==> config.mk <==
export PLATFORM = sky130hd
export DESIGN_NAME = alu_operand_loader_flat
export DESIGN_NICKNAME = d
export VERILOG_FILES = /design/src/rtl/alu_operand_loader_if.sv /design/src/rtl/alu_operand_loader.sv /design/src/flat_wrapper.sv
export SDC_FILE = /design/constraint.sdc
export NUM_CORES = 1
export LEC_CHECK = 0
export ABC_AREA = 1
export BUFFER_PORTS_ARGS = -buffer_cell sky130_fd_sc_hd__buf_2
export CELL_PAD_IN_SITES_DETAIL_PLACEMENT = 0
export CELL_PAD_IN_SITES_GLOBAL_PLACEMENT = 1
export CORE_UTILIZATION = 25
export CTS_BUF_LIST = sky130_fd_sc_hd__clkbuf_16
export CTS_CLUSTER_DIAMETER = 60
export CTS_CLUSTER_SIZE = 12
export DETAILED_ROUTE_END_ITERATION = 10
export PLACE_DENSITY_LB_ADDON = 0.1
export SYNTH_ARGS = -nofsm -noshare
export SYNTH_HDL_FRONTEND = slang
export SYNTH_SLANG_ARGS = --single-unit
export TNS_END_PERCENT = 10
==> constraint.sdc <==
create_clock -name clk -period 1.3 [get_ports clk]
set_input_delay 0.13 -clock clk [delete_from_list [all_inputs] [get_ports clk]]
set_output_delay 0.13 -clock clk [all_outputs]
set_load 0.02 [all_outputs]
==> src/rtl/alu_operand_loader_if.sv <==
// Bus between the operand loader and its environment: the board switches and
// buttons, the combinational ALU, and the display outputs.
interface alu_operand_loader_if #(
  parameter int N = 4
);
  logic [N-1:0]   sw_data;
  logic [3:0]     sw_op;
  logic           btn_next;
  logic           btn_clear;
  logic [2*N-1:0] alu_resultado;
  logic [3:0]     alu_banderas;
  logic [N-1:0]   operand1;
  logic [N-1:0]   operand2;
  logic [3:0]     op_select;
  logic [2*N-1:0] result_reg;
  logic [3:0]     flags_reg;
  logic           result_valid;
  logic [2:0]     state_code;

  // Environment side: switches, buttons and ALU drive; display outputs observed.
  modport master (
    output sw_data, sw_op, btn_next, btn_clear, alu_resultado, alu_banderas,
    input  operand1, operand2, op_select, result_reg, flags_reg, result_valid, state_code
  );

  // Loader side.
  modport slave (
    input  sw_data, sw_op, btn_next, btn_clear, alu_resultado, alu_banderas,
    output operand1, operand2, op_select, result_reg, flags_reg, result_valid, state_code
  );
endinterface

==> src/rtl/alu_operand_loader.sv <==
// Operand loader in front of the combinational ALU. Operand1, operand2 and the
// op code are stepped in from the switches with a debounced "next" button. The
// ALU result and flags are then captured and held for display.
module alu_operand_loader #(
  parameter int N         = 4,
  parameter int DB_CYCLES = 500000
) (
  input logic                 clk,
  input logic                 rst,
  alu_operand_loader_if.slave bus
);

  localparam int CW = $clog2(DB_CYCLES + 1);
  localparam logic [CW-1:0] CNT_LAST = CW'(DB_CYCLES - 1);

  typedef enum logic [2:0] {
    S_A    = 3'd0,
    S_B    = 3'd1,
    S_OP   = 3'd2,
    S_EXEC = 3'd3,
    S_SHOW = 3'd4
  } state_t;

  logic [1:0]     sync_next_q, sync_next_d;
  logic [1:0]     sync_clear_q, sync_clear_d;
  logic [CW-1:0]  cnt_q, cnt_d;
  logic           db_level_q, db_level_d;
  logic           next_pulse_q, next_pulse_d;
  logic           s_next, s_clear;

  state_t         state_q, state_d;
  logic [N-1:0]   operand1_q, operand1_d;
  logic [N-1:0]   operand2_q, operand2_d;
  logic [3:0]     op_select_q, op_select_d;
  logic [2*N-1:0] result_q, result_d;
  logic [3:0]     flags_q, flags_d;
  logic           result_valid_q, result_valid_d;

  assign s_next  = sync_next_q[1];
  assign s_clear = sync_clear_q[1];

  // Synchronize both buttons, then debounce "next" into a single-cycle press pulse.
  always_comb begin
    sync_next_d  = {sync_next_q[0], bus.btn_next};
    sync_clear_d = {sync_clear_q[0], bus.btn_clear};
    cnt_d        = cnt_q;
    db_level_d   = db_level_q;
    next_pulse_d = 1'b0;
    if (s_next == db_level_q) begin
      cnt_d = '0;
    end else if (cnt_q == CNT_LAST) begin
      db_level_d   = s_next;
      cnt_d        = '0;
      next_pulse_d = s_next;
    end else begin
      cnt_d = cnt_q + CW'(1);
    end
  end

  // Register the synchronizer and debounce state; clear does not touch these.
  always_ff @(posedge clk) begin
    if (rst) begin
      sync_next_q  <= '0;
      sync_clear_q <= '0;
      cnt_q        <= '0;
      db_level_q   <= 1'b0;
      next_pulse_q <= 1'b0;
    end else begin
      sync_next_q  <= sync_next_d;
      sync_clear_q <= sync_clear_d;
      cnt_q        <= cnt_d;
      db_level_q   <= db_level_d;
      next_pulse_q <= next_pulse_d;
    end
  end

  // Entry sequence: step through the operands and op code, give the ALU one
  // cycle to settle, then capture and hold its result. Clear beats any press.
  always_comb begin
    state_d        = state_q;
    operand1_d     = operand1_q;
    operand2_d     = operand2_q;
    op_select_d    = op_select_q;
    result_d       = result_q;
    flags_d        = flags_q;
    result_valid_d = result_valid_q;
    if (s_clear) begin
      state_d        = S_A;
      operand1_d     = '0;
      operand2_d     = '0;
      op_select_d    = '0;
      result_d       = '0;
      flags_d        = '0;
      result_valid_d = 1'b0;
    end else begin
      case (state_q)
        S_A: if (next_pulse_q) begin
          operand1_d = bus.sw_data;
          state_d    = S_B;
        end
        S_B: if (next_pulse_q) begin
          operand2_d = bus.sw_data;
          state_d    = S_OP;
        end
        S_OP: if (next_pulse_q) begin
          op_select_d = bus.sw_op;
          state_d     = S_EXEC;
        end
        S_EXEC: begin
          result_d       = bus.alu_resultado;
          flags_d        = bus.alu_banderas;
          result_valid_d = 1'b1;
          state_d        = S_SHOW;
        end
        S_SHOW: if (next_pulse_q) begin
          result_valid_d = 1'b0;
          state_d        = S_A;
        end
        default: state_d = S_A;
      endcase
    end
  end

  // Register the state and every displayed or ALU-facing value.
  always_ff @(posedge clk) begin
    if (rst) begin
      state_q        <= S_A;
      operand1_q     <= '0;
      operand2_q     <= '0;
      op_select_q    <= '0;
      result_q       <= '0;
      flags_q        <= '0;
      result_valid_q <= 1'b0;
    end else begin
      state_q        <= state_d;
      operand1_q     <= operand1_d;
      operand2_q     <= operand2_d;
      op_select_q    <= op_select_d;
      result_q       <= result_d;
      flags_q        <= flags_d;
      result_valid_q <= result_valid_d;
    end
  end

  assign bus.operand1     = operand1_q;
  assign bus.operand2     = operand2_q;
  assign bus.op_select    = op_select_q;
  assign bus.result_reg   = result_q;
  assign bus.flags_reg    = flags_q;
  assign bus.result_valid = result_valid_q;
  assign bus.state_code   = state_q;

endmodule

==> src/flat_wrapper.sv <==
// flat-port wrapper written by rule: the top's interface ports become plain ports
module alu_operand_loader_flat 
#(
  parameter int N         = 4,
  parameter int DB_CYCLES = 500000
)
  (clk, rst, bus_sw_data, bus_sw_op, bus_btn_next, bus_btn_clear, bus_alu_resultado, bus_alu_banderas, bus_operand1, bus_operand2, bus_op_select, bus_result_reg, bus_flags_reg, bus_result_valid, bus_state_code);
  alu_operand_loader_if #(.N(N)) bus_i ();
  input logic clk;
  input logic rst;
  input wire logic [$bits(bus_i.sw_data)-1:0] bus_sw_data;
  input wire logic [$bits(bus_i.sw_op)-1:0] bus_sw_op;
  input wire logic [$bits(bus_i.btn_next)-1:0] bus_btn_next;
  input wire logic [$bits(bus_i.btn_clear)-1:0] bus_btn_clear;
  input wire logic [$bits(bus_i.alu_resultado)-1:0] bus_alu_resultado;
  input wire logic [$bits(bus_i.alu_banderas)-1:0] bus_alu_banderas;
  output wire logic [$bits(bus_i.operand1)-1:0] bus_operand1;
  output wire logic [$bits(bus_i.operand2)-1:0] bus_operand2;
  output wire logic [$bits(bus_i.op_select)-1:0] bus_op_select;
  output wire logic [$bits(bus_i.result_reg)-1:0] bus_result_reg;
  output wire logic [$bits(bus_i.flags_reg)-1:0] bus_flags_reg;
  output wire logic [$bits(bus_i.result_valid)-1:0] bus_result_valid;
  output wire logic [$bits(bus_i.state_code)-1:0] bus_state_code;
  assign bus_i.sw_data = bus_sw_data;
  assign bus_i.sw_op = bus_sw_op;
  assign bus_i.btn_next = bus_btn_next;
  assign bus_i.btn_clear = bus_btn_clear;
  assign bus_i.alu_resultado = bus_alu_resultado;
  assign bus_i.alu_banderas = bus_alu_banderas;
  assign bus_operand1 = bus_i.operand1;
  assign bus_operand2 = bus_i.operand2;
  assign bus_op_select = bus_i.op_select;
  assign bus_result_reg = bus_i.result_reg;
  assign bus_flags_reg = bus_i.flags_reg;
  assign bus_result_valid = bus_i.result_valid;
  assign bus_state_code = bus_i.state_code;
  alu_operand_loader #(.N(N), .DB_CYCLES(DB_CYCLES)) u_core (.clk(clk), .rst(rst), .bus(bus_i));
endmodule
==> run metrics, run 1 <==
core footprint=between 8000 and 9000 µm²; Die ar.=9390 µm²; overall power=3.03 mW; Primary FF master, synth=dfxtp_1; Synth area leader=dfxtp_1; DR vias/cell=4.23; status=finished clean; Hold WC Path Type=input pin to register; antenna-violating nets left=0; yosys warns=0; I/O pin count=52; Final min period=between 1000 and 1500 ps; Port Buffers=51; vias after detailed routing=2151; Final GP Congestion=0.763; Num CTS Buffers=5; hpwl dp=a little over 4 mm; Inserted Diodes=0; first-pass GRT wire length=9.26 mm; CP Capture Type=register; DR WL/cell=between 10 and 15 µm; FF+latch count, synth=between 50 and 60; Placed Area=2830 µm²; net total in the final layout=around 430; drt drc=0; CTS sink count=53; die width=96.9 µm; CTS tree=yes; Pwr Density=975 nW/µm²; Final Cycle Share=between 90% and 100%; clock latency on the worst-skew pair=slightly below 300 ps; max reg flops=19; Reg area=1070 µm²; CP required=around 1500 ps; max-slew violation count=0; syn_area_per_cell=7.15 µm²; count leader, synth=nand2_1; min-delay src=bus_btn_clear; Initial Util=25.8%; relative slew slack=72.2%; RSZ-0062 raised after global routing=true; Syn Inst Count=approximately 320; Hold Vio Cnt, Final=0; Area growth, synth to finish=37.9%; final-layout fill cell count=963; FF-to-FF setup slack=3 ps; post-synth top area share=47.1%; Max clock buf depth=2; Total Routing Usage GR=12.1%; Synth top cells by count=nand2_1, dfxtp_1, nor2_1; max-cap violations=0; Peak supply drop=0.419 mV; initial antenna violation count=0; CTS Root Buffer Type=clkbuf_16; row cnt=34; Pre-antenna DRT Iters=4; hold path cells=3; Post-synth ARST share=0%; Design Area, Final=~3100 µm²; post-synthesis sequential area ratio=between 40% and 50%; R2R Path Start=u_core.cnt_q[15]; hold slack=49.5 ps; Post-synth EDFFs=0; vias in the first global route=2001; Final setup viols=0; LEAKAGE=1.25 nW; Worst R2R Path Depth=6; Critical Path Fanout Max=7; Critical Path Source Type=register; share of cells above drive strength 1=approximately a third; clock slew at reported path FFs=~70 ps; grt ovf=0; die span in y=96.9 µm; Slew @ Worst Pin=416 ps; Synth cell types=25; Final Core Density=35.6%; top area cells in the synthesized netlist=dfxtp_1, nand2_1, a21oi_1, nor2_1, inv_1; initial drt markers=35; Arr. time, crit path=roughly 1500 ps; area taken by multi-input logic gates=1090 µm²; area of the mapped netlist=2250 µm²; Routed WL=5.52 mm; Peak Freq=0.771 GHz; Setup Total Neg Slack=0 ps; Clock Skew=7.91 ps; largest net degree at the start of global routing=18; Syn Nets=between 300 and 400; H-tree lvl count=2; CP startpoint=u_core.cnt_q[15]; Worst Setup Path Type=register to register
[path summary, 6_finish.rpt]
kind                       endpoint
min reg2reg  u_core.sync_clear_q[1]
max reg2reg        u_core.cnt_q[18]
min          u_core.sync_clear_q[0]
max                u_core.cnt_q[18]
[logic make-up (layout without fill, tap and decap cells)]
family / after synthesis / count (layout) / share of synthesized area, %
AO/OA/AOI/OAI: 38 / 38 / 8.78
XOR/XNOR: 7 / 7 / 2.72
adder cells (fa/ha/maj): 1 / 1 / 0.555
buffers and inverters: 42 / 128 / 7.61
flip-flops: 53 / 53 / 47.1
AND/OR/NAND/NOR: 174 / 174 / 33.2
[layer usage]
| layer | part of all wire [%] | up-vias | GRT usage [%] |
|---|---|---|---|
| met1 | 47 | 952 | 15.3 |
| met2 | 49 | 44 | 20.5 |
| met3 | 3.9 | 4 | 2.60 |
| li1 | - | 1151 | - |
| met5 | 0 | - | 0 |
| met4 | 0.87 | 0 | 3.79 |
[through the flow]
stage,instances,setup slack [ps]
after floorplan,315,18.2
after global placement,496,-0.767
after detailed placement,496,-9.41
after CTS,504,-0.0444
after global routing,509,-53.2
final,509,2.51
[worst max-delay path, stage by stage (launching register included)]
cell and delay, ps:
dfxtp_1 410, nand3_1 120, nor2_2 210, nand3_4 130
nand2_8 130, clkbuf_16 150, a21oi_1 40
[cells in the final DEF (no fill, tap or decap), types with 2 or more instances in the layout]
cell        Yosys  routed
a21oi_1        33      33
buf_2           5      51
buf_4           0      31
clkbuf_16       0       6
clkinvlp_4      0       2
dfxtp_1        53      47
dfxtp_2         0       5
inv_1          35      33
inv_2           1       3
nand2_1       102     100
nand2_2         1       3
nand3_1        11      11
nand3_4         0       3
nand4_1         3       3
nor2_1         39      30
nor2_2          4      12
nor2_4          2       3
nor3_1          3       3
o21ai_0         3       2
or2_2           2       2
xor2_1          6       6
[area by class of cell]
type	count	area share, %
multi-input cells	220	35.0
clock buffers	5	4.03
repair buffers	84	17.2
flip-flops and latches	53	34.5
well taps	108	4.35
clock inverters	3	0.604
inverters	36	4.43
[timing repair]
action,CTS,global route
hold endpoints to repair,0,0
gates resized for setup,2,27
pin swaps,0,6
hold buffers,0,0
cloned,0,1
endpoints found under the setup margin,11,34
setup buffers,0,4
[power breakdown]
part,internal (mW),leakage [nW],switching (mW)
combinational,0.0426,0.750,0.0471
sequential,1.63,0.431,0.00173
clock,0.708,0.0672,0.603
total,2.38,1.25,0.652
Note: power is estimated with default switching activity, not from simulation.
==> run 2: changes to the inputs <==
Settings changed: HOLD_SLACK_MARGIN set to 0.15.
==> run metrics, run 2 (same netlist as run 1, synthesis figures left out) <==
Die ar.=9390 µm²; Max clock buf depth=2; Final Core Density=~38%; clock slew at reported path FFs=approximately 70 ps; R2R Path Start=u_core.cnt_q[0]; Peak supply drop=0.419 mV; Final setup viols=0; Worst R2R Path Depth=7; hpwl dp=around 4.1 mm; LEAKAGE=1.36 nW; critical path depth in cells=7; Area growth, synth to finish=48.9%; share of cells above drive strength 1=30.0%; row cnt=34; Cell Chain, Critical Path=ha_2 -> nand3_4 -> inv_4 -> nand3_4 -> nand2_8 -> clkbuf_16 -> a21oi_1; Design Area, Final=between 3000 and 4000 µm²; Setup Total Neg Slack=0 ps; Critical Path Fanout Max=7; Port Buffers=51; die span in y=between 90 and 100 µm; CP Capture Type=register; Hold WC Path Type=input pin to register; Routed WL=5.68 mm; first-pass GRT wire length=9.56 mm; CP required=1480 ps; Peak Freq=between 0.7 and 0.8 GHz; DR WL/cell=10.6 µm; Clock Skew=8.80 ps; Final min period=1260 ps; Worst Setup EP=u_core.cnt_q[18]; max-slew violation count=0; Final GP Congestion=0.763; antenna-violating nets left=0; CTS sink count=53; initial drt markers=54; max-cap violations=0; Pre-antenna DRT Iters=4; RSZ-0062 raised after global routing=true; H-tree lvl count=2; Slew @ Worst Pin=414 ps; I/O pin count=52; hold path cells=4; clock latency on the worst-skew pair=290 ps; Inserted Diodes=0; Worst path most repeated cell=nand3_4; initial antenna violation count=0; most frequent cells in the layout=nand2_1, buf_2, dfxtp_1; Arr. time, crit path=around 1400 ps; Num CTS Buffers=5; Final Cycle Share=about 97%; CP startpoint=u_core.cnt_q[0]; Crit-path slowest cell=dfxtp_1; post-place setup slack=-9.41 ps; final worst slack=40.2 ps; Total Routing Usage GR=12.5%; vias after detailed routing=2229; overall power=3.09 mW; largest net degree at the start of global routing=18; delay-heaviest family, CP=flip-flops; Worst Setup Path Type=register to register; net total in the final layout=450; relative slew slack=between 70% and 80%; Reg-to-Reg End=u_core.cnt_q[18]; core footprint=8720 µm²; die width=between 90 and 100 µm; Critical Path Source Type=register; Hold Vio Cnt, Final=0; max incr delay on CP=330 ps; DR vias/cell=4.17; FF-to-FF setup slack=40 ps; Worst Path Buf+Inv=2; CTS tree=yes; Pwr Density=about 920 nW/µm²; most common cell after layout, fill and taps aside=nand2_1; vias in the first global route=2086; grt ovf=0; status=finished clean; CTS Root Buffer Type=clkbuf_16; Placed Area=2830 µm²; Initial Util=25.8%; drt drc=0; max reg flops=19
run 2: changes by cell type in the layout (fill, tap and decap cells not counted):
cell           change
dfxtp_2            +3
nor2_2             -3
dfxtp_1            -3
dlygate4sd3_1     +25
nor2_1             +3
run 2: power breakdown:
part           switching (mW)  internal [mW]
logic                  0.0569         0.0914
registers             0.00187           1.63
clock network           0.607          0.708
run 2: per-stage QoR:
| stage | instances | hold slack [ps] |
|---|---|---|
| detailed placement | 496 | 349 |
| global route | 534 | 250 |
| CTS | 529 | 201 |
| floorplan | 315 | 201 |
| global placement | 496 | 330 |
| finish | 534 | 203 |
run 2: worst min path at each step:
stage / startpoint / end / slack, ps
final: rst / u_core.db_level_q / 200
after global routing: rst / u_core.next_pulse_q / 250
after CTS: rst / u_core.db_level_q / 200
after detailed placement: bus_btn_next / u_core.sync_next_q[0] / 350
after global placement: bus_btn_clear / u_core.sync_clear_q[0] / 330
after floorplan: rst / u_core.sync_clear_q[0] / 200
run 2: per-layer routing:
layer	wire, µm	vias up	global-route usage, %	part of all wire (%)
li1	-	1201	-	-
met1	2700	984	15.5	47
met2	2740	40	21.6	48
met3	192	4	2.60	3.4
met4	48	0	3.79	0.84
met5	0	-	0	0
run 2: worst reg2reg max path: cells and delay by family (launching register included):
| kind | cells | cell delay, ps |
|---|---|---|
| AOI/OAI and AO/OA | 1 | 40 |
| buffers and inverters | 2 | 240 |
| DFF | 1 | 330 |
| and+or+nand+nor | 3 | 330 |
| adders and majority gates | 1 | 210 |
run 2: area by class of cell:
| class | count | area [µm²] |
|---|---|---|
| Clock inverter | 3 | 18.8 |
| Sequential cell | 53 | 1070 |
| Tap cell | 108 | 135 |
| Fill cell | 938 | 5370 |
| Multi-Input combinational cell | 220 | 1080 |
| Timing Repair Buffer | 109 | 783 |
| Inverter | 36 | 138 |
| Clock buffer | 5 | 125 |
run 2: repair_timing:
item / in CTS / in global routing
setup endpoints to repair: 11 / 34
pin swaps: 0 / 7
setup buffers: 0 / 4
gates cloned: 0 / 1
hold endpoints to repair: 28 / 0
hold buffers: 25 / 0
resized for setup: 2 / 27
